===== src/rtl/exe_div_sequencer_pkg.sv =====
// Shared definitions for the EXE-stage divider sequencer.
//  - div_state_e : sequencer FSM states
//  - QUO_* / REM_* : field positions inside the divider IP dout word
//  - pick_result : selects quotient or remainder from a dout word
package exe_div_sequencer_pkg;

    typedef enum logic [2:0] {
        ST_IDLE  = 3'd0,
        ST_ISSUE = 3'd1,
        ST_WAIT  = 3'd2,
        ST_DONE  = 3'd3,
        ST_DRAIN = 3'd4
    } div_state_e;

    localparam int QUO_MSB = 63;
    localparam int QUO_LSB = 32;
    localparam int REM_MSB = 31;
    localparam int REM_LSB = 0;

    // Returns remainder when use_rem is set, quotient otherwise.
    function automatic logic [31:0] pick_result(input logic [63:0] dout, input logic use_rem);
        logic [31:0] res;
        if (use_rem) begin
            res = dout[REM_MSB:REM_LSB];
        end else begin
            res = dout[QUO_MSB:QUO_LSB];
        end
        return res;
    endfunction

endpackage


===== src/rtl/exe_div_sequencer.sv =====
// exe_div_sequencer: drives the signed/unsigned AXI-stream divider IPs for EXE.
// One div/mod op at a time: latch operands, hand them to the selected IP,
// wait for its dout, register quotient or remainder and hold it until EXE
// acknowledges. A flush at any point discards the op; an op already handed
// to an IP is drained (its dout swallowed) before returning to idle.
// Ports:
//  clk, reset                 clock, synchronous active-high reset
//  op_valid/op_unsigned/op_mod/op_src1/op_src2   operation request from EXE
//  flush, done_ack            EXE flush and result consume
//  busy, done_valid, done_result, err_timeout    status/result to EXE
//  s_tvalid/s_tready/s_dout_valid/s_dout         signed IP handshake
//  u_tvalid/u_tready/u_dout_valid/u_dout         unsigned IP handshake
//  dvd_data, dvs_data         registered dividend/divisor to both IPs
module exe_div_sequencer #(
    parameter int TIMEOUT = 64
) (
    input  logic        clk,
    input  logic        reset,
    input  logic        op_valid,
    input  logic        op_unsigned,
    input  logic        op_mod,
    input  logic [31:0] op_src1,
    input  logic [31:0] op_src2,
    input  logic        flush,
    input  logic        done_ack,
    output logic        busy,
    output logic        done_valid,
    output logic [31:0] done_result,
    output logic        err_timeout,
    output logic        s_tvalid,
    input  logic        s_tready,
    input  logic        s_dout_valid,
    input  logic [63:0] s_dout,
    output logic        u_tvalid,
    input  logic        u_tready,
    input  logic        u_dout_valid,
    input  logic [63:0] u_dout,
    output logic [31:0] dvd_data,
    output logic [31:0] dvs_data
);
    import exe_div_sequencer_pkg::*;

    localparam int               CNT_W    = $clog2(TIMEOUT + 1);
    localparam logic [CNT_W-1:0] CNT_LAST = CNT_W'(TIMEOUT - 1);
    localparam logic [CNT_W-1:0] CNT_MAX  = CNT_W'(TIMEOUT);
    localparam logic [CNT_W-1:0] CNT_ONE  = CNT_W'(1);
    localparam logic [CNT_W-1:0] CNT_ZERO = CNT_W'(0);

    div_state_e       state_r;
    div_state_e       state_s;
    logic             sel_unsigned_r;
    logic             mod_r;
    logic             flush_seen_r;
    logic [CNT_W-1:0] wait_cnt_r;

    logic             sel_tready_s;
    logic             sel_dout_valid_s;
    logic [63:0]      sel_dout_s;
    logic             sel_next_s;
    logic             latch_op_s;
    logic             latch_res_s;
    logic             timeout_hit_s;

    // Route the handshake of whichever IP the current op was latched for.
    always_comb begin
        if (sel_unsigned_r) begin
            sel_tready_s     = u_tready;
            sel_dout_valid_s = u_dout_valid;
            sel_dout_s       = u_dout;
        end else begin
            sel_tready_s     = s_tready;
            sel_dout_valid_s = s_dout_valid;
            sel_dout_s       = s_dout;
        end
    end

    // IP selection as it will be after this edge (a new op may be latching now).
    always_comb begin
        if (latch_op_s) begin
            sel_next_s = op_unsigned;
        end else begin
            sel_next_s = sel_unsigned_r;
        end
    end

    // Next-state logic and per-cycle control strobes.
    always_comb begin
        state_s       = state_r;
        latch_op_s    = 1'b0;
        latch_res_s   = 1'b0;
        timeout_hit_s = 1'b0;
        case (state_r)
            ST_IDLE: begin
                if (op_valid && !flush) begin
                    state_s    = ST_ISSUE;
                    latch_op_s = 1'b1;
                end else begin
                    state_s = ST_IDLE;
                end
            end
            ST_ISSUE: begin
                // tvalid may not be withdrawn, so a flush only takes effect after accept.
                if (sel_tready_s) begin
                    if (flush || flush_seen_r) begin
                        state_s = ST_DRAIN;
                    end else begin
                        state_s = ST_WAIT;
                    end
                end else begin
                    state_s = ST_ISSUE;
                end
            end
            ST_WAIT: begin
                if (sel_dout_valid_s) begin
                    if (flush) begin
                        state_s = ST_IDLE;
                    end else begin
                        state_s     = ST_DONE;
                        latch_res_s = 1'b1;
                    end
                end else if (flush) begin
                    state_s = ST_DRAIN;
                end else begin
                    state_s = ST_WAIT;
                    if (wait_cnt_r == CNT_LAST) begin
                        timeout_hit_s = 1'b1;
                    end else begin
                        timeout_hit_s = 1'b0;
                    end
                end
            end
            ST_DONE: begin
                if (flush || done_ack) begin
                    state_s = ST_IDLE;
                end else begin
                    state_s = ST_DONE;
                end
            end
            ST_DRAIN: begin
                if (sel_dout_valid_s) begin
                    state_s = ST_IDLE;
                end else begin
                    state_s = ST_DRAIN;
                end
            end
            default: begin
                state_s = ST_IDLE;
            end
        endcase
    end

    // State register and latched op attributes.
    always_ff @(posedge clk) begin
        if (reset) begin
            state_r        <= ST_IDLE;
            sel_unsigned_r <= 1'b0;
            mod_r          <= 1'b0;
        end else begin
            state_r <= state_s;
            if (latch_op_s) begin
                sel_unsigned_r <= op_unsigned;
                mod_r          <= op_mod;
            end
        end
    end

    // Remember a flush seen while the operand offer is still pending.
    always_ff @(posedge clk) begin
        if (reset) begin
            flush_seen_r <= 1'b0;
        end else if ((state_r == ST_ISSUE) && (state_s == ST_ISSUE)) begin
            flush_seen_r <= flush_seen_r | flush;
        end else begin
            flush_seen_r <= 1'b0;
        end
    end

    // Operand registers, stable for the whole offer.
    always_ff @(posedge clk) begin
        if (reset) begin
            dvd_data <= 32'd0;
            dvs_data <= 32'd0;
        end else if (latch_op_s) begin
            dvd_data <= op_src1;
            dvs_data <= op_src2;
        end
    end

    // WAIT cycle counter; saturates so the timeout pulse fires only once.
    always_ff @(posedge clk) begin
        if (reset) begin
            wait_cnt_r <= CNT_ZERO;
        end else if ((state_r == ST_WAIT) && (state_s == ST_WAIT)) begin
            if (wait_cnt_r != CNT_MAX) begin
                wait_cnt_r <= wait_cnt_r + CNT_ONE;
            end
        end else begin
            wait_cnt_r <= CNT_ZERO;
        end
    end

    // Registered outputs decoded from the upcoming state.
    always_ff @(posedge clk) begin
        if (reset) begin
            busy        <= 1'b0;
            done_valid  <= 1'b0;
            done_result <= 32'd0;
            err_timeout <= 1'b0;
            s_tvalid    <= 1'b0;
            u_tvalid    <= 1'b0;
        end else begin
            busy        <= (state_s != ST_IDLE);
            done_valid  <= (state_s == ST_DONE);
            err_timeout <= timeout_hit_s;
            s_tvalid    <= (state_s == ST_ISSUE) && !sel_next_s;
            u_tvalid    <= (state_s == ST_ISSUE) && sel_next_s;
            if (latch_res_s) begin
                done_result <= pick_result(sel_dout_s, mod_r);
            end
        end
    end

endmodule


===== config.mk =====
export PLATFORM = sky130hd
export DESIGN_NAME = exe_div_sequencer
export DESIGN_NICKNAME = d
export VERILOG_FILES = /design/src/rtl/exe_div_sequencer_pkg.sv /design/src/rtl/exe_div_sequencer.sv
export SDC_FILE = /design/constraint.sdc
export NUM_CORES = 1
export LEC_CHECK = 0
export ABC_AREA = 1
export BUFFER_PORTS_ARGS = -buffer_cell sky130_fd_sc_hd__buf_4
export CAP_MARGIN = 30
export CORE_MARGIN = 3
export CORE_UTILIZATION = 34
export DETAILED_ROUTE_END_ITERATION = 8
export PLACE_DENSITY_LB_ADDON = 0.08
export SKIP_LAST_GASP = 1
export SLEW_MARGIN = 20
export SYNTH_ARGS = -nofsm -noshare
export SYNTH_HDL_FRONTEND = slang
export SYNTH_SLANG_ARGS = --single-unit

===== constraint.sdc =====
create_clock -name clk -period 3.1 [get_ports clk]
set_input_delay 0.31 -clock clk [delete_from_list [all_inputs] [get_ports clk]]
set_output_delay 0.31 -clock clk [all_outputs]
set_load 0.02 [all_outputs]

Word-level counts from Yosys, hierarchy flattened
Index checks and enable logic that the tools add are counted.
{ "word_totals": {"reg_bits": 114, "inputBits": 203, "output_inout_bits": 101} }
{ "op_classes": {"add_sub_neg": 1, "n_eq_ne": 9, "mux": 20, "n_bitwise": 4, "n_reduce_logical": 14} }
{ "op_table": {"columns": ["operator", "count"], "rows": [
  ["two-way mux 64 bit", 1],
  ["two-way mux 32 bit", 1],
  ["two-way mux 3 bit", 5],
  ["one-hot mux 3 bit (5 select lines)", 1],
  ["== test 3 x 2 -> 1 bit (second input constant)", 4],
  ["two-way mux 1 bit", 10],
  ["adder 7 x 1 -> 7 bit (second input constant)", 1],
  ["== test 7 x 6 -> 1 bit (second input constant)", 1],
  ["!= test 7 bit (second input constant)", 1],
  ["== test 3 x 1 -> 1 bit (second input constant)", 2],
  ["logical AND 1 bit", 5],
  ["two-way mux 2 bit", 2],
  ["OR reduction 2 bit", 2],
  ["OR reduction 4 bit", 1],
  ["== test 3 bit (second input constant)", 1],
  ["zero test 3 bit", 1],
  ["inverter 1 bit", 3],
  ["nonzero test 3 bit", 1],
  ["zero test 1 bit", 2],
  ["logical OR 1 bit", 2],
  ["OR 1 bit", 1]
]} }

Longest topological paths before layout
{ "depth": {"word_depth": 8, "mapped_depth": 9, "depth_no_buf": 8} }

Worst setup path before layout
OpenSTA, ideal clock, no wires.
{ "synth_timing": {"path_type": "reg-to-reg", "from": "reg sel_unsigned_r", "to": "reg busy", "setup_time_ps": 125, "arrival_ps": 1095, "t_required_ps": 2975, "setup_slack_ps": 1880, "stages_incl_launch_ff": 10, "n_path_buf": 2, "path_cell_list": "dfxtp_1 buf_6 nand2_2 nand2_2 nor2_2 buf_6 nor2_1 nand2_1 nand2_1 nand3_1"} }
{ "synth_via": {"elab_chain_len": 4} }
{ "synth_rtl": {"columns": ["element", "line_no", "rtl"], "rows": [
  ["start: declaration", "exe_div_sequencer.sv:51", "logic sel_unsigned_r;"],
  ["start signal: assignment", "exe_div_sequencer.sv:161", "sel_unsigned_r <= op_unsigned;"],
  ["two-way mux 1 bit", "exe_div_sequencer.sv:66", "if (sel_unsigned_r) begin"],
  ["two-way mux 3 bit, on equally long branches", "exe_div_sequencer.sv:114, exe_div_sequencer.sv:103, exe_div_sequencer.sv:140", null],
  ["one-hot mux 3 bit (5 select lines) (*)", "exe_div_sequencer.sv:92", "case (state_r)"],
  ["nonzero test 3 bit (*)", "exe_div_sequencer.sv:212", "busy <= (state_s != ST_IDLE);"],
  ["end signal: assignment", "exe_div_sequencer.sv:212", null],
  ["end: declaration", "exe_div_sequencer.sv:26", "output logic busy,"]
]} }
Mark *: on every way between the ends. The rest lies on a longest branch, timed or not.
A chain may end at the register's enable or synchronous reset.

Worst setup path after layout
{ "layout_timing": {"from": "reg sel_unsigned_r", "to": "reg done_result[30]"} }
{ "layout_via": {"elab_chain_len": 3} }
{ "layout_rtl": {"columns": ["element", "line_no", "rtl"], "rows": [
  ["two-way mux 1 bit", "exe_div_sequencer.sv:66", null],
  ["two-way mux 1 bit", "exe_div_sequencer.sv:114", "if (sel_dout_valid_s) begin"],
  ["two-way mux 1 bit", "exe_div_sequencer.sv:92", null],
  ["end signal: assignment", "exe_div_sequencer.sv:218", "done_result <= pick_result(sel_dout_s, mod_r);"],
  ["end: declaration", "exe_div_sequencer.sv:28", "output logic [31:0] done_result,"]
]} }
Several ways; a longest one is shown, not always the timed one.

==> metrics <==
status finished, final reports clean; Layout Cells excl Fill around 1,200; layout cells sized above 1 0.352; P_int between 0.003 and 0.004 W; Clock Skew 10.3 ps; final period utilization 0.614; Final Setup Violations 0; placed cells between 1,000 and 1,500; postcts setup bufs 0; slowest stage cell, crit path buf_4; first-pass GRT wire length ~28 mm; vias in the first global route between 5,000 and 6,000; Top Family by Delay on Critical Path buffers and inverters; VDD IR max 0.326 mV; Cell Pwr Density roughly 530 mW/mm^2; worst-margin pin slew ~920 ps; register area share after synthesis 0.454; post-synth top area cell dfxtp_1; Final Hold Viols 0; Final min period about 1900 ps; gpl congestion between 0.8 and 0.9; Net Switching a little over 0.001 W; CP Launch Type register; Area contributors post-synth dfxtp_1 (45%), nand2_1 (11%), a21oi_1 (10%); Root Driver clkbuf_16; simple-gate area share of the yosys netlist 0.199; Crit Path Max Fanout 66; Post-synth EDFFs 0; Initial Utilization 0.354; Power Total 0.00418 W; Mean Syn Cell Area 7.02 um^2; multiplexer area fraction after synthesis 0; Comb pwr share 0.160; Gate Count Post-Synth around 700; Die Y-Extent about 130 um; CTS tree done; Hold Crit Class primary input to register; Setup CP Type register to register; Primary FF master, synth dfxtp_1; Clock transition at path regs approximately 50 ps; PostCTS Resize Cnt 0; LEAKAGE approximately 3.8 nW; Final Util 0.558; number of synthesized register bits 114; initial DRC count ~320; initial antenna violation count 0; Core Area around 0.014 mm^2; xor-xnor portion of the synthesized cell area 0.00174; ys async rst share 0; crit-path cells buf_4 -> nand2_2 -> nand2_2 -> nor2_4 -> buf_4 -> o21ai_0 -> a21oi_1; most frequent cell after synthesis nand2_1; CP endpoint kind register; number of routed nets with antenna violations 0; IO Pins just over 300; unrepaired setup endpoints after global routing false; GRT overflow 0; synth warn 0; Total GRT Usage 0.213; fmax 0.526 GHz; hold_buf cts 0; vias roughly 5,700; Antenna Cells 0; Post-DP Area approximately 0.0073 mm^2; Sink Count about 110; Worst EP required approximately 3400 ps; H-Tree Depth 4; adder-cell area share of the yosys netlist 0.00497; Final #Nets approximately 1,200; Pre-antenna DRT Iters 5; Routed wire per std cell 15.1 um; post-detail-place hpwl approximately 13 mm; Placement Rows 43; die width about 130 um; FILL cells 1,412; largest net degree at the start of global routing about 70; max incr delay on CP between 400 and 500 ps; Die Footprint approximately 0.016 mm^2; crit path DAT approximately 2200 ps; CP bufs+invs 2; synthesis-to-layout area growth 57.5%; Slew Limit Fails 0; Max-cap violations 0; post-synthesis cell area 0.00503 mm^2; clock share of power 0.470; CTS Buf Count 17; CTS max path bufs 2; Buffers on Ports between 300 and 400; Synth top cells by count nand2_1 (147), dfxtp_1 (114), a21oi_1 (102); Rel. slew slack 0.388; post-synth top area share 0.454; Routed WL approximately 18 mm; Syn Nets 922; Final Cell Area 0.00793 mm^2; worst-skew pair later-pin latency approximately 410 ps; switching share of power 0.248; Synth Area in Compound Gates 0.243; Flop pwr share 0.370; final setup TNS 0 ps; Via density between 4 and 5; largest family of logic cells by synthesized area compound AO/OA/AOI/OAI gates; detailed-route DRC error count 0; distinct cell type count after synthesis 23
final cells by class:
cell class                      count  area (um^2)  area share
Multi-Input combinational cell    493         2260       0.285
Inverter                           57          214      0.0270
Sequential cell                   114         2280       0.288
Clock inverter                      9          101      0.0128
Timing Repair Buffer              311         2330       0.295
Tap cell                          180          225      0.0284
Clock buffer                       23          508      0.0641
worst register-to-register path, delay by kind of cell (launching register included):
family                 cells  cell delay [ps]
AND/OR/NAND/NOR            3              360
flip-flops                 1              320
buffers and inverters      2              770
AO/OA/AOI/OAI              2              390
cells by family (layout without fill, tap and decap cells):
group	after synthesis	after routing
buf+inv	110	400
fa+ha+maj	2	2
compound gates	236	236
flops	114	114
xor+xnor	1	1
simple gates	254	254
flip-flops by register name, indices dropped and copies added, names as in the netlist:
| name | flops |
|---|---|
| dvs_data | 32 |
| busy | 1 |
| s_tvalid | 1 |
| mod_r | 1 |
| state_r | 3 |
| done_valid | 1 |
| wait_cnt_r | 7 |
| flush_seen_r | 1 |
| u_tvalid | 1 |
| dvd_data | 32 |
| err_timeout | 1 |
| done_result | 32 |
| sel_unsigned_r | 1 |
cell usage in the layout, fill, tap and decap left out, drive strengths merged:
master | netlist | layout
o21ai | 102 | 102
or2 | 2 | 2
xor2 | 1 | 1
dfxtp | 114 | 114
ha | 2 | 2
nand3 | 10 | 10
nor3 | 2 | 2
clkinv | 0 | 6
buf | 31 | 311
clkinvlp | 0 | 1
inv | 57 | 57
nand4 | 3 | 3
nor2 | 86 | 86
nor4 | 2 | 2
nand2 | 149 | 149
a21oi | 102 | 102
clkbuf | 22 | 23
o22ai | 32 | 32
bufinv | 0 | 2
power by group through the flow:
stage | clock network (W) | logic [W] | registers (W)
6_report | 0.00197 | 0.000668 | 0.00155
5_1_grt | 0.00207 | 0.000742 | 0.00155
4_1_cts | 0.00201 | 0.000677 | 0.00155
3_5_place_dp | 0 | 0.000674 | 0.00158
3_3_place_gp | 0 | 0.000677 | 0.00158
2_1_floorplan | 0 | 0.000279 | 0.00164
metal layers:
layer	vias up	routed length [um]	global-route usage
met3	39	1760	0.0825
li1	2913	-	-
met2	243	8820	0.367
met5	-	0	0
met1	2550	6730	0.228
met4	0	604	0.103
path summary, 6_finish.rpt:
check	start	endpoint	slack, ps	cells after the start
setup / recovery	sel_unsigned_r$_SDFF_PP0_	done_result[30]$_SDFFE_PP0P_	1200	7
hold / removal	op_src2[27]	dvs_data[27]$_SDFFE_PP0N_	150	3
hold reg to reg	dvs_data[4]$_SDFFE_PP0N_	dvs_data[4]$_SDFFE_PP0N_	460	2
setup reg to reg	sel_unsigned_r$_SDFF_PP0_	done_result[30]$_SDFFE_PP0P_	1200	7
metrics by stage:
step                setup slack, ps  hold WS [ps]
finish                         1200           151
global route                    995           147
CTS                            1180           135
detailed placement             1270           456
global placement               1300           453
floorplan                      1880           450
No activity file was read; power rests on OpenSTA's default activity.
